File: src/rtl/sect_pt_mul_host.sv
`default_nettype none
// ============================================================================
// Module  : sect_pt_mul_host
// Brief   : Word-serial host adapter for a sect_pt_mul point-multiply core.
// Revision: 1.0
// ============================================================================
module sect_pt_mul_host #(
    parameter int M  = 571,
    parameter int W  = 32,
    parameter int NW = (M + W - 1) / W
) (
    input  logic         clk,
    input  logic         rst,
    input  logic         clr,
    input  logic         in_valid,
    output logic         in_ready,
    input  logic [W-1:0] in_data,
    output logic         out_valid,
    input  logic         out_ready,
    output logic [W-1:0] out_data,
    output logic         out_last,
    output logic         busy,
    output logic         pm_start,
    output logic [M-1:0] pm_d,
    input  logic         pm_done,
    input  logic [M-1:0] pm_x,
    input  logic [M-1:0] pm_y
);

    localparam int c_CW = (NW > 1) ? $clog2(NW) : 1;
    localparam int c_WB = (W > 1) ? $clog2(W) : 1;
    localparam int c_MB = (M > 1) ? $clog2(M) : 1;
    localparam logic [c_CW-1:0] c_LAST = c_CW'(NW - 1);

    typedef enum logic [2:0] {
        S_LOAD  = 3'd0,
        S_START = 3'd1,
        S_WAIT  = 3'd2,
        S_OUT_X = 3'd3,
        S_OUT_Y = 3'd4
    } state_t;

    state_t          r_state;
    state_t          w_state_nx;
    logic [c_CW-1:0] r_cnt;
    logic [c_CW-1:0] w_cnt_nx;
    logic [M-1:0]    r_d;
    logic [M-1:0]    w_d_nx;
    logic [M-1:0]    r_x;
    logic [M-1:0]    r_y;
    logic [M-1:0]    w_src;
    logic            w_cap;
    logic            w_cnt_last;

    assign w_cnt_last = (r_cnt == c_LAST);

    always_comb begin
        w_state_nx = r_state;
        w_cnt_nx   = r_cnt;
        w_d_nx     = r_d;
        w_cap      = 1'b0;
        case (r_state)
            S_LOAD: begin
                if (in_valid) begin
                    // Only bits below M are written, so the top word's excess is dropped.
                    for (int i = 0; i < M; i++) begin
                        if ((i / W) == int'(r_cnt)) begin
                            w_d_nx[i] = in_data[c_WB'(i % W)];
                        end
                    end
                    if (w_cnt_last) begin
                        w_cnt_nx   = '0;
                        w_state_nx = S_START;
                    end else begin
                        w_cnt_nx = r_cnt + c_CW'(1);
                    end
                end
            end
            S_START: w_state_nx = S_WAIT;
            S_WAIT: begin
                if (pm_done) begin
                    w_cap      = 1'b1;
                    w_state_nx = S_OUT_X;
                end
            end
            S_OUT_X, S_OUT_Y: begin
                if (out_ready) begin
                    if (w_cnt_last) begin
                        w_cnt_nx   = '0;
                        w_state_nx = (r_state == S_OUT_X) ? S_OUT_Y : S_LOAD;
                    end else begin
                        w_cnt_nx = r_cnt + c_CW'(1);
                    end
                end
            end
            default: w_state_nx = S_LOAD;
        endcase
    end

    always_ff @(posedge clk or posedge rst) begin
        if (rst) begin
            r_state <= S_LOAD;
            r_cnt   <= '0;
            r_d     <= '0;
            r_x     <= '0;
            r_y     <= '0;
        end else if (clr) begin
            r_state <= S_LOAD;
            r_cnt   <= '0;
            r_d     <= '0;
            r_x     <= '0;
            r_y     <= '0;
        end else begin
            r_state <= w_state_nx;
            r_cnt   <= w_cnt_nx;
            r_d     <= w_d_nx;
            if (w_cap) begin
                r_x <= pm_x;
                r_y <= pm_y;
            end
        end
    end

    assign in_ready  = (r_state == S_LOAD);
    assign busy      = (r_state != S_LOAD);
    assign pm_start  = (r_state == S_START);
    assign pm_d      = r_d;
    assign out_valid = (r_state == S_OUT_X) || (r_state == S_OUT_Y);
    assign out_last  = (r_state == S_OUT_Y) && w_cnt_last;
    assign w_src     = (r_state == S_OUT_Y) ? r_y : r_x;

    // Word select with zero padding above bit M-1 of the top word.
    always_comb begin
        out_data = '0;
        if (out_valid) begin
            for (int j = 0; j < W; j++) begin
                if ((int'(r_cnt) * W + j) < M) begin
                    out_data[j] = w_src[c_MB'(int'(r_cnt) * W + j)];
                end
            end
        end
    end

endmodule
`default_nettype wire

File: config.mk
export PLATFORM = sky130hd
export DESIGN_NAME = sect_pt_mul_host
export DESIGN_NICKNAME = d
export VERILOG_FILES = /design/src/rtl/sect_pt_mul_host.sv
export SDC_FILE = /design/constraint.sdc
export NUM_CORES = 2
export LEC_CHECK = 0
export CORE_AREA = 2 2 694 696
export CTS_CLUSTER_DIAMETER = 100
export CTS_CLUSTER_SIZE = 14
export DETAILED_ROUTE_END_ITERATION = 10
export DIE_AREA = 0 0 696 698
export GPL_ROUTABILITY_DRIVEN = 0
export PLACE_DENSITY = 0.32
export SKIP_LAST_GASP = 1
export SYNTH_ARGS = -nofsm -noshare
export SYNTH_HDL_FRONTEND = slang
export SYNTH_SLANG_ARGS = --single-unit
File: constraint.sdc
create_clock -name clk -period 65.6 [get_ports clk]
set_clock_uncertainty 0.05 [all_clocks]
set_input_delay 13.12 -clock clk [delete_from_list [all_inputs] [get_ports clk]]
set_output_delay 13.12 -clock clk [all_outputs]
set_load 0.05 [all_outputs]
==> impl_metrics.ini <==
[global_route]
grtUsageTotal = 0.167
antenna_found_initial = 413
grt_max_degree = 186
grt_pass1_wl_mm = 538
grt_pass1_vias = 50200
overflow = 0

[floorplan]
initial_core_util = 0.130
ios = 1788
coreArea_um2 = 478000
row_count = 254
die_y_um = 698
dieArea_um2 = 486000
die_w_um = 696

[synthesis]
synthCells = 4913
ys_seq_area_frac = 0.581
netlist_area_um2 = 61900
synth-async-reset-ratio = 1.00
yosysWarnings = 0
ys.flop_type = dfrtp_1
synth_edf_count = 0
ys_ff_latch = 1438
ys_types = 64
syn_area_per_cell_um2 = 12.6

[min_path]
hp-class = register to register
whs_path_depth = 2
min_from = pm_d[261]
min_to = pm_d[261]

[sta]
holdWs_ps = 429
finalMaxSlewViolations = 0
worstMarginPinSlew_ps = 1200
finalHoldViolCount = 0
tns_ps = 0
max_freq_mhz = 50.4
rsz0062_at_grt = no
fin_ws_ps = 45750
setup_viol = 0
fin_crit_sh = 0.303
min_period_ps = 19850
relSlewSlack = 0.195

[detailed_routing]
wl_per_cell_um = 32.9
routed_via_density = 3.86
drt_iter0_drc = 3619
drc_errors = 0
wirelength_mm = 419
num_vias = 49200
dr.pass1.iters = 6
drtAntennaViolNets = 0

[critical_path]
slowest_stage = clkdlybuf4s50_1
worstReg2RegStart = r_state[1]
endpoint_kind = primary output
path_max_fanout = 31
crit_top_cell = buf_4
cp_data_required_time_ps = 52430
crit_type = register to primary output
timing.rr.end = r_y[50]
crit_buf_inv = 4
start_kind = register
r2r_cells = 8
crit_chain = buf_4, buf_4, buf_4, nand2_1, o2bb2ai_1, or3_1, nand4_1, o31ai_1, clkdlybuf4s50_1
critPathMaxStageDelay_ps = 1090
arrival_ps = 6680
cp_top_family = buffers and inverters
reg2reg_slack_ps = 59670

[layout]
layout.nets = 7399
area_growth_pct = 41.1
fill_cells = 52100
final_layout_size_suffix_gt1_frac = 0.0940

[clock_tree]
cts.htree.levels = 4
cts_buffers = 138
cts_setup_buffers = 0
ctsHoldBuffers = 0
root_buffer = clkbuf_16
cts.repair.resized = 0
cts_sinks = 1438
ctsLongestPathBuffers = 4
path_clk_slew_ps = 70
clock_latency_ps = 830
cts_tree = built

[pwr]
p_leak_nw = 36.1
peakVddDrop_v = 0.0000146
powerDensity_nw_per_um2 = 23.6

[place]
port_buffers = 1488
dp_slack_ps = 46340
hpwl_mm = 330

[outcome]
status = finished clean

[flow_run]
maxCapViolations = 0
[worst reg2reg max path, delay by kind of cell, from the launching register on]
family,cells,cell delay [ps]
buf+inv,5,3870
simple gates,2,940
flops,1,660
compound gates,1,370
[registers in the layout, indices dropped and copies added, names as in the netlist]
| signal | count |
|---|---|
| r_x | 571 |
| pm_d | 288 |
| r_cnt | 5 |
| r_state | 3 |
| r_y | 571 |
[per-layer routing]
| metal | part of all wire | global-route usage | vias to the layer above |
|---|---|---|---|
| met5 | 0.0024 | 0 | - |
| met4 | 0.034 | 0.0469 | 156 |
| met3 | 0.065 | 0.0451 | 853 |
| met2 | 0.52 | 0.306 | 2056 |
| met1 | 0.38 | 0.187 | 25500 |
| li1 | - | - | 20600 |
[worst max path at each step]
| stage | start | endpoint | slack [ps] | cells past startpoint |
|---|---|---|---|---|
| after floorplan | rst | pm_d[0] | 11880 | 1 |
| after detailed placement | r_cnt[0] | out_data[7] | 46340 | 9 |
| after global routing | r_cnt[0] | out_data[7] | 45440 | 9 |
| after global placement | r_cnt[0] | out_data[7] | 46340 | 9 |
| final | r_cnt[0] | out_data[7] | 45750 | 9 |
| after CTS | r_cnt[0] | out_data[7] | 45340 | 9 |
[area by class of cell]
cell class	count	area [um^2]	share of cell area
multi-input cells	2978	22900	0.262
clock inverters	32	462	0.00529
flip-flops and latches	1438	36000	0.412
clock buffers	152	3610	0.0413
diodes	96	240	0.00275
repair buffers	1626	16100	0.184
well taps	6400	8010	0.0917
inverters	32	133	0.00152
[where the power goes]
group / internal, W / leakage, nW / switching [W] / total, W
sequential: 0.000901 / 19.8 / 0.00000920 / 0.000911
clock: 0.000413 / 1.99 / 0.000407 / 0.000820
combinational: 0.000110 / 14.3 / 0.000222 / 0.000332
[metrics by stage]
stage / utilization / area, um^2 / cells / total power (W)
after floorplan: - / 63000 / 5195 / 0.00110
after global placement: 0.174 / 83000 / 12500 / 0.00127
after detailed placement: 0.174 / 83000 / 12500 / 0.00127
after CTS: 0.182 / 87100 / 12700 / 0.00211
after global routing: 0.183 / 87200 / 12700 / 0.00215
final: 0.183 / 87400 / 12800 / 0.00206
[cells by family after synthesis]
family | count (synthesis) | share of synthesized area
compound gates | 1795 | 0.228
flops | 1438 | 0.581
buf+inv | 779 | 0.0710
simple gates | 656 | 0.0453
mux | 239 | 0.0734
fa+ha+maj | 5 | 0.00101
other cells | 1 | 0.0000606
[cell usage in the layout, fill, tap and decap left out, drive strengths merged, types with 14 or more instances in the layout]
cell / netlist / layout
a21o: 19 / 19
a21oi: 91 / 91
a221o: 35 / 35
a221oi: 26 / 26
a22o: 1137 / 1137
a31oi: 15 / 15
buf: 505 / 139
clkbuf: 242 / 152
clkdlybuf4s50: 0 / 1487
clkinv: 1 / 18
conb: 1 / 283
dfrtp: 1438 / 1438
diode: 0 / 96
inv: 31 / 40
mux2: 28 / 28
mux2i: 42 / 42
mux4: 169 / 169
nand2: 475 / 475
nand2b: 16 / 16
nor2: 67 / 67
o21ai: 319 / 319
o221ai: 26 / 26
o22ai: 29 / 29
o2bb2ai: 17 / 17
o31ai: 36 / 36
or3: 14 / 14
[Yosys cell counts, types with 35 or more instances]
| cell | n | share of area |
|---|---|---|
| o21ai_0 | 304 | 0.025 |
| a21oi_1 | 90 | 0.0073 |
| clkbuf_1 | 242 | 0.015 |
| a221o_1 | 35 | 0.0057 |
| dfrtp_1 | 1438 | 0.58 |
| buf_4 | 304 | 0.037 |
| nand2_1 | 474 | 0.029 |
| mux2i_1 | 42 | 0.0068 |
| mux4_2 | 169 | 0.061 |
| buf_2 | 176 | 0.014 |
| a22o_1 | 1137 | 0.16 |
| nor2_1 | 67 | 0.0041 |
No activity file was read; power rests on OpenSTA's default activity.
